### src/rtl/pea_pkg.sv
// Shared definitions for the PEA polynomial-evaluation (EVP) stage.
// Provides the default datapath sizes, the FSM state encoding and a helper
// that packs the status word {16'h0, n[7:0], 6'b0, bad_deg, ovf}.
package pea_pkg;

    localparam int DEF_WIDTH     = 16;  // x and coefficient width
    localparam int DEF_OUT_W     = 32;  // result/status word width
    localparam int DEF_N_MAX     = 10;  // highest supported degree
    localparam int DEF_COEF_SETS = 32;  // number of coefficient sets
    localparam int DEF_ADDR_W    = 9;   // clog2(COEF_SETS*(N_MAX+1))

    localparam int STATUS_OVF_BIT    = 0;
    localparam int STATUS_BADDEG_BIT = 1;
    localparam int STATUS_N_LSB      = 8;

    typedef enum logic [2:0] {
        ST_IDLE,
        ST_FETCH,
        ST_ACC,
        ST_WRITE,
        ST_DONE
    } state_e;

    function automatic logic [DEF_OUT_W-1:0] make_status(input logic [7:0] deg,
                                                         input logic       bad_deg,
                                                         input logic       ovf);
        logic [DEF_OUT_W-1:0] s;
        s                       = '0;
        s[STATUS_N_LSB +: 8]    = deg;
        s[STATUS_BADDEG_BIT]    = bad_deg;
        s[STATUS_OVF_BIT]       = ovf;
        return s;
    endfunction

endpackage

### src/rtl/pea_horner_mac.sv
// One Horner step: sum = acc*x + c.
// The product is formed at OUT_W+WIDTH+1 bits so nothing is lost before
// truncation; ovf_o flags any set bit above the OUT_W-bit result.
// Ports:
//   acc_i  OUT_W  running accumulator
//   x_i    WIDTH  evaluation point
//   c_i    WIDTH  coefficient
//   sum_o  OUT_W  (acc*x + c) mod 2^OUT_W
//   ovf_o  1      intermediate exceeded OUT_W bits
module pea_horner_mac #(
    parameter int WIDTH = 16,
    parameter int OUT_W = 32
) (
    input  logic [OUT_W-1:0] acc_i,
    input  logic [WIDTH-1:0] x_i,
    input  logic [WIDTH-1:0] c_i,
    output logic [OUT_W-1:0] sum_o,
    output logic             ovf_o
);
    localparam int FULL_W = OUT_W + WIDTH + 1;

    logic [FULL_W-1:0] full;

    assign full  = FULL_W'(acc_i) * FULL_W'(x_i) + FULL_W'(c_i);
    assign sum_o = full[OUT_W-1:0];
    assign ovf_o = |full[FULL_W-1:OUT_W];

endmodule

### src/rtl/pea_evp_engine.sv
// PEA EVP execution stage: evaluates p(x) = sum c_i*x^i (i = 0..n) by
// Horner's rule, fetching coefficients highest-degree first from the
// coefficient RAM, then writes one result and one status word to the
// output FIFOs and pulses fc_o.
// Ports:
//   clk_i, rst_ni          clock, synchronous active-low reset
//   start_i                1-cycle start, honoured only when idle
//   x_i, b_i, n_i          evaluation point, coefficient set, degree
//   coef_rd_en_o/addr_o    RAM read request (data returns next cycle)
//   coef_data_i            RAM read data
//   free_result_i/status_i free slots in the output FIFOs
//   wr_out_o               write strobe to both output FIFOs
//   result_o, status_o     words written by wr_out_o (held between writes)
//   busy_o, fc_o           not idle / completion pulse
module pea_evp_engine
    import pea_pkg::*;
#(
    parameter int WIDTH     = DEF_WIDTH,
    parameter int OUT_W     = DEF_OUT_W,
    parameter int N_MAX     = DEF_N_MAX,
    parameter int COEF_SETS = DEF_COEF_SETS,
    parameter int ADDR_W    = DEF_ADDR_W
) (
    input  logic                         clk_i,
    input  logic                         rst_ni,
    input  logic                         start_i,
    input  logic [WIDTH-1:0]             x_i,
    input  logic [$clog2(COEF_SETS)-1:0] b_i,
    input  logic [7:0]                   n_i,
    output logic                         coef_rd_en_o,
    output logic [ADDR_W-1:0]            coef_addr_o,
    input  logic [WIDTH-1:0]             coef_data_i,
    input  logic [5:0]                   free_result_i,
    input  logic [5:0]                   free_status_i,
    output logic                         wr_out_o,
    output logic [OUT_W-1:0]             result_o,
    output logic [OUT_W-1:0]             status_o,
    output logic                         busy_o,
    output logic                         fc_o
);
    localparam int B_W = $clog2(COEF_SETS);

    state_e              state_q,  state_d;
    logic [WIDTH-1:0]    x_q,      x_d;
    logic [B_W-1:0]      b_q,      b_d;
    logic [7:0]          n_q,      n_d;
    logic [7:0]          idx_q,    idx_d;
    logic [OUT_W-1:0]    acc_q,    acc_d;
    logic                ovf_q,    ovf_d;
    logic [ADDR_W-1:0]   addr_q,   addr_d;
    logic [OUT_W-1:0]    result_q, result_d;
    logic [OUT_W-1:0]    status_q, status_d;

    logic [OUT_W-1:0]    mac_sum;
    logic                mac_ovf;
    logic [OUT_W-1:0]    acc_step;
    logic                ovf_step;

    function automatic logic [ADDR_W-1:0] coef_addr_of(input logic [B_W-1:0] set,
                                                      input logic [7:0]     i);
        return ADDR_W'(set) * ADDR_W'(N_MAX + 1) + ADDR_W'(i);
    endfunction

    pea_horner_mac #(
        .WIDTH (WIDTH),
        .OUT_W (OUT_W)
    ) u_mac (
        .acc_i (acc_q),
        .x_i   (x_q),
        .c_i   (coef_data_i),
        .sum_o (mac_sum),
        .ovf_o (mac_ovf)
    );

    always_comb begin
        state_d      = state_q;
        x_d          = x_q;
        b_d          = b_q;
        n_d          = n_q;
        idx_d        = idx_q;
        acc_d        = acc_q;
        ovf_d        = ovf_q;
        addr_d       = addr_q;
        result_d     = result_q;
        status_d     = status_q;
        acc_step     = mac_sum;
        ovf_step     = ovf_q | mac_ovf;
        coef_rd_en_o = 1'b0;
        wr_out_o     = 1'b0;
        fc_o         = 1'b0;

        case (state_q)
            ST_IDLE: begin
                if (start_i) begin
                    x_d   = x_i;
                    b_d   = b_i;
                    n_d   = n_i;
                    idx_d = n_i;
                    acc_d = '0;
                    ovf_d = 1'b0;
                    if (n_i > 8'(N_MAX)) begin
                        // Unsupported degree: report immediately, no RAM traffic.
                        result_d = '0;
                        status_d = OUT_W'(make_status(n_i, 1'b1, 1'b0));
                        state_d  = ST_WRITE;
                    end else begin
                        addr_d  = coef_addr_of(b_i, n_i);
                        state_d = ST_FETCH;
                    end
                end
            end
            ST_FETCH: begin
                coef_rd_en_o = 1'b1;
                state_d      = ST_ACC;
            end
            ST_ACC: begin
                // The leading coefficient seeds the accumulator directly.
                if (idx_q == n_q) begin
                    acc_step = OUT_W'(coef_data_i);
                    ovf_step = ovf_q;
                end
                acc_d = acc_step;
                ovf_d = ovf_step;
                if (idx_q == 8'd0) begin
                    result_d = acc_step;
                    status_d = OUT_W'(make_status(n_q, 1'b0, ovf_step));
                    state_d  = ST_WRITE;
                end else begin
                    idx_d   = idx_q - 8'd1;
                    addr_d  = coef_addr_of(b_q, idx_q - 8'd1);
                    state_d = ST_FETCH;
                end
            end
            ST_WRITE: begin
                // Both FIFOs are written together, so both need room.
                if (free_result_i != 6'd0 && free_status_i != 6'd0) begin
                    wr_out_o = 1'b1;
                    state_d  = ST_DONE;
                end
            end
            ST_DONE: begin
                fc_o    = 1'b1;
                state_d = ST_IDLE;
            end
            default: state_d = ST_IDLE;
        endcase
    end

    always_ff @(posedge clk_i) begin
        if (!rst_ni) begin
            state_q  <= ST_IDLE;
            x_q      <= '0;
            b_q      <= '0;
            n_q      <= '0;
            idx_q    <= '0;
            acc_q    <= '0;
            ovf_q    <= 1'b0;
            addr_q   <= '0;
            result_q <= '0;
            status_q <= '0;
        end else begin
            state_q  <= state_d;
            x_q      <= x_d;
            b_q      <= b_d;
            n_q      <= n_d;
            idx_q    <= idx_d;
            acc_q    <= acc_d;
            ovf_q    <= ovf_d;
            addr_q   <= addr_d;
            result_q <= result_d;
            status_q <= status_d;
        end
    end

    assign busy_o      = (state_q != ST_IDLE);
    assign coef_addr_o = addr_q;
    assign result_o    = result_q;
    assign status_o    = status_q;

endmodule

### config.mk
export PLATFORM = sky130hd
export DESIGN_NAME = pea_evp_engine
export DESIGN_NICKNAME = d
export VERILOG_FILES = /design/src/rtl/pea_pkg.sv /design/src/rtl/pea_horner_mac.sv /design/src/rtl/pea_evp_engine.sv
export SDC_FILE = /design/constraint.sdc
export NUM_CORES = 2
export LEC_CHECK = 0
export BUFFER_PORTS_ARGS = -buffer_cell sky130_fd_sc_hd__buf_2
export CAP_MARGIN = 20
export CORE_MARGIN = 2
export CORE_UTILIZATION = 38
export CTS_CLUSTER_DIAMETER = 80
export CTS_CLUSTER_SIZE = 8
export DETAILED_ROUTE_END_ITERATION = 8
export GPL_ROUTABILITY_DRIVEN = 0
export GPL_TIMING_DRIVEN = 1
export PLACE_DENSITY = 0.65
export SYNTH_ARGS = -nofsm -noshare
export SYNTH_HDL_FRONTEND = slang
export SYNTH_SLANG_ARGS = --single-unit
### constraint.sdc
create_clock -name clk_i -period 7.1 [get_ports clk_i]
set_clock_uncertainty 0.2 [all_clocks]
set_input_delay 0.355 -clock clk_i [delete_from_list [all_inputs] [get_ports clk_i]]
set_output_delay 0.355 -clock clk_i [all_outputs]
set_load 0.05 [all_outputs]
[Yosys cells after proc, flatten, opt, wreduce, memory -nomap -nowiden]
Index checks and enable logic that the tools add are counted.
Word-level totals
  logic and storage cells: 74
  input bits: 60
  output and inout port bits: 77
  latch bits: 0
  memories kept: 0
  RAM bits: 0
  bits in registers: 146
  bits in read-only memories: 0
Cells by class
  order comparisons: 1
  eq/ne operators: 11
  add/subtract/negate cells: 4
  shift-type cells: 0
  multiply operators: 3
  mux-type cells: 30
  reduce and logical (&&, ||, !) cells: 14
  div/mod/pow operators: 0
  bitwise operators: 1
Operators with widths (number)
  $mux 32: 8
  $pmux 32 s2: 3
  $add 48x16->49: 1
  $mul 32x16->48: 1
  $mux 9: 3
  $add 9x8->9: 2
  $mul 5x4->9 const B: 2
  $pmux 9 s2: 1
  $reduce_or 17->1: 1
  $mux 8: 2
  $pmux 8 s2: 1
  $ne 2x2->1 const B: 6
  $pmux 3 s4: 1
  $reduce_bool 6->1: 2
  $eq 8x8->1: 1
  $gt 8x4->1 const B: 1
  $logic_not 8->1: 1
  $reduce_and 4->1: 2
  $sub 8x1->8 const B: 1
  $eq 3x2->1 const B: 2
  $mux 1: 6
  $mux 3: 2
  $reduce_and 2->1: 3
  $mux 2: 2
  9 further kinds: 9

[Depth between registers and ports, before layout]
  depth after elaboration: 7
  gate-level depth with buffers: 26
  mapped depth without buffers: 24

[Cells and area by module]
From an unflattened synthesis, not the netlist that was laid out.
Second synthesis, totals
  cell total of the unflattened synthesis: 2820
  area, all modules: 24123.1 um^2
By module, submodules not included
  pea_horner_mac: sequential area each 0.0 um^2, cells each 2012, area an instance 17518.1 um^2, times used 1
  pea_evp_engine: sequential area each 2482.4 um^2, cells each 808, area an instance 6605.1 um^2, times used 1

[Least setup slack after synthesis]
No wires, ideal clock.
  kind: reg-to-reg
  start: reg acc_q[19]
  end: reg ovf_q
  cell stages (with the launch flop): 24
  path buffers: 2
  library setup time: 0.132 ns
  arrival time: 6.217 ns
  path slack: 0.550 ns
  period minus slack after synthesis: 6.550 ns
  cell sequence: dfxtp_1 clkbuf_1 nand2_1 fa_1 fa_1 fa_1 inv_1 fa_1 fa_1 inv_1 fa_1 inv_1 ha_1 buf_6 a21oi_4 nor2b_1 o21a_1 a2111oi_4 a21oi_2 or3_1 a2111oi_2 nand4_1 o31ai_2 a21oi_1
On the way
  word-level cells in the longest chain between the ends: 6
RTL lines
  start, declared: line pea_evp_engine.sv:48  | logic [OUT_W-1:0] acc_q, acc_d;
  start signal, assigned: line pea_evp_engine.sv:156  | acc_q <= '0;
  start signal, assigned: line pea_evp_engine.sv:167  | acc_q <= acc_d;
  $mul 32x16->48: line pea_horner_mac.sv:24  | assign full = FULL_W'(acc_i) * FULL_W'(x_i) + FULL_W'(c_i);
  $add 48x16->49: line pea_horner_mac.sv:24
  $reduce_or 17->1: line pea_horner_mac.sv:26  | assign ovf_o = |full[FULL_W-1:OUT_W];
  $or 1x1->1: line pea_evp_engine.sv:87  | ovf_step = ovf_q | mac_ovf;
  $mux 1: line pea_evp_engine.sv:118  | if (idx_q == n_q) begin
  $pmux 1 s2: line pea_evp_engine.sv:92  | case (state_q)
  end signal, assigned: line pea_evp_engine.sv:168  | ovf_q <= ovf_d;
  end, declared: line pea_evp_engine.sv:49  | logic ovf_q, ovf_d;
No other way between the ends.
A chain may end at the register's enable or synchronous reset.

[Final worst setup path]
  start: reg acc_q[18]
  end: reg ovf_q
The elaborated chain is that of the path after synthesis.

==> run metrics <==
DIE WIDTH=255.4 um; Starting Density=0.3828; clock period minus worst slack=6.966 ns; RR Endpoint=ovf_q$_SDFFE_PN0P_; fillcell total=approximately 6100; ANT nets after route=0; row count=92; Req. time, crit path=7.18 ns; CP arrival=between 7 and 8 ns; clock-pin slew on the worst setup and hold paths=around 0.070 ns; Mapped Cells=2883; FFs w/ async S/R, synth=0; Final setup viols=0; Avg WL per Cell=16.50 um; Net Switching=~1.6 mW; Hold Violations, Final=0; CP Launch Point=acc_q[18]$_SDFFE_PN0P_; CTS tree=yes; fin crit share=0.9811; DIE HEIGHT=255.4 um; power share of the combinational group=0.508; Synth area leader=fa_1; hold slack=between 0.015 and 0.02 ns; Worst Reg-to-Reg Cells=24; Mapped Area=24020 um^2; Crit. End Element=flop; Synth Flop Type=dfxtp_1; first-pass GRT wire length=107000 um; Nets=between 3000 and 4000; Initial DRC Count=between 1000 and 1500; IO Port Bufs=around 110; internal power=around 1.9 mW; Core Area=62740 um^2; max cap viols=0; relative slew slack=0.4170; PD cells=128.1 nW/um^2; Slew Limit Fails=0; Yosys cell types=76; cts bufs inserted=17; worst hold start=b_i[1]; share of cells above drive strength 1=0.1220; worst min path class=primary input to flop; Commonest cells post-synth=inv_1 (594), fa_1 (451), nand2_1 (428); post-DP HPWL=52250 um; H-Tree Depth=4; setup slack, reg-to-reg=about 0.13 ns; top cells by area, synth=fa_1 (38%), dfxtp_1 (10%), inv_1 (9.3%), ha_1 (9.3%), and2_1 (7.3%); Max FO, Critical Path=13; CTS sink cnt=about 120; Syn Area/Cell=roughly 8.3 um^2; die area=65230 um^2; sequential share of the synthesized area=0.1034; Final Util=0.4352; Max Clk Rate=143.6 MHz; total congestion overflow=0; antenna violations before repair=3; Leak=12.96 nW; # IOs=about 140; critical path type=flop to flop; number of synthesized flops with an enable pin=0; pre-CTS worst setup slack=-0.07243 ns; Root Driver=clkbuf_16; Global Route Usage Sum=0.2013; setup ws final=0.1339 ns; CP startpoint kind=flop; Worst-Skew Late Latency=roughly 0.44 ns; Reg-to-Reg Start=acc_q[18]$_SDFFE_PN0P_; #FFs+latches synth=approximately 120; sw frac=0.4514; Avg Vias per Cell=4.920; number of iterations in the first detailed-routing pass=6; crit path to=ovf_q$_SDFFE_PN0P_; vias in the first global route=around 20000; DRC violations left=0; Yosys warnings=0; most numerous cell in the Yosys netlist=inv_1; Area growth syn-to-layout=13.68%; vias=19140; Routed WL=between 60000 and 70000 um; Flop pwr share=0.245; Slew @ Worst Pin=roughly 0.87 ns; largest net degree at the start of global routing=between 70 and 80; Clk pwr share=0.248; share of the synthesized area in the top cell type=0.3759; status=finished clean; VDD IR-drop max=approximately 0.00020 V; clock tree buffer depth=2
## power by group through the flow
stage / Clock (mW) / Combinational, mW / Sequential [mW]
finish: 0.866 / 1.78 / 0.855
global placement: 0 / 1.71 / 0.866
global route: 0.909 / 1.97 / 0.864
floorplan: 0 / 1.10 / 0.913
CTS: 0.878 / 1.75 / 0.852
detailed placement: 0 / 1.72 / 0.866
## worst max-delay path: stages (launching register included)
cell,delay [ns]
dfxtp_1,0.47
buf_6,0.23
and2_1,0.17
fa_1,0.42
inv_1,0.08
fa_1,0.43
fa_1,0.53
inv_1,0.06
fa_1,0.53
fa_1,0.52
inv_1,0.05
fa_1,0.47
inv_1,0.05
ha_1,0.29
buf_4,0.16
a21oi_1,0.21
nand2_1,0.10
a211oi_2,0.25
nand3_2,0.16
a41oi_4,0.34
o31ai_2,0.11
nor4b_1,0.15
or3_1,0.41
o31ai_2,0.31
a21oi_1,0.10
## layout by cell type, fill, tap and decap left out, types with 9 or more instances in the layout
master and n:
buf_2 114, buf_12 18, inv_1 593, xor2_1 29, conb_1 22, nand2b_1 10
o21bai_1 12, ha_1 175, dfxtp_2 16, nor3_1 9, nor2_1 144, clkbuf_16 19
a21oi_1 168, o211ai_1 11, nand2_1 428, xnor2_1 27, o21ai_0 32, fa_1 449
nand4_1 23, and2_1 279, o21a_1 13, a211oi_1 9, a21oi_2 11, nand3_1 16
dlygate4sd3_1 15, buf_4 127, dfxtp_1 103
## through the flow
step           instance area [um^2]   TNS, ns  power [mW]  cells
2_1_floorplan                 24100         0       2.013   2904
3_3_place_gp                  26230  -0.04093       2.577   3829
3_5_place_dp                  26230   -0.1035       2.582   3829
4_1_cts                       26950         0       3.478   3875
5_1_grt                       27300   -0.1734       3.743   3888
6_report                      27300         0       3.498   3889
## worst min-delay path by stage
stage / endpoint / depth (start not counted)
finish: b_q[1]$_SDFFE_PN0P_ / 3
global route: b_q[0]$_SDFFE_PN0P_ / 3
CTS: b_q[1]$_SDFFE_PN0P_ / 3
detailed placement: result_o[0]$_SDFFE_PN0P_ / 2
global placement: result_o[18]$_SDFFE_PN0P_ / 2
floorplan: ovf_q$_SDFFE_PN0P_ / 2
## per-layer routing
layer | wire (um) | up-vias | track usage
met1 | 29540 | 9545 | 0.2821
met2 | 29470 | 530 | 0.3275
met5 | 21 | - | 0
met3 | 3994 | 73 | 0.03452
met4 | 1136 | 4 | 0.04003
li1 | - | 8983 | -
## registers in the layout (all words and copies together), names as in the netlist, 3 cells and up
| register | count |
|---|---|
| acc_q | 32 |
| b_q | 5 |
| coef_addr_o | 9 |
| idx_q | 8 |
| n_q | 8 |
| result_o | 32 |
| state_q | 3 |
| status_o | 10 |
| x_q | 16 |
## kinds of logic (layout without fill, tap and decap cells)
family                   after synthesis  in the layout  synth area share
buffers and inverters                766            904            0.1251
AO/OA/AOI/OAI                        344            344           0.09007
AND/OR/NAND/NOR                      954            954            0.1885
adder cells (fa/ha/maj)              629            629            0.4686
multiplexers                           9              9          0.003803
other                                  1             23         0.0001561
XOR/XNOR                              56             56           0.02042
flip-flops                           124            124            0.1034
## layout make-up
class | count | area, um^2 | area share
Antenna cell | 1 | 2.502 | 0.00009165
Sequential cell | 124 | 2521 | 0.09234
Clock buffer | 18 | 439.2 | 0.01608
Multi-Input combinational cell | 2014 | 18810 | 0.6888
Inverter | 594 | 2232 | 0.08175
Timing Repair Buffer | 279 | 2126 | 0.07786
Clock inverter | 13 | 118.9 | 0.004353
Tap cell | 846 | 1059 | 0.03877
## timing repair
item                       4_1_cts  5_1_grt
gates resized for setup          5       58
cloned                           0        2
setup endpoints to repair        2        2
setup buffers                    0       10
pin swaps                        0       22
hold buffers                    15        0
hold endpoints to repair        15        0
Note: power is estimated with default switching activity, not from simulation.
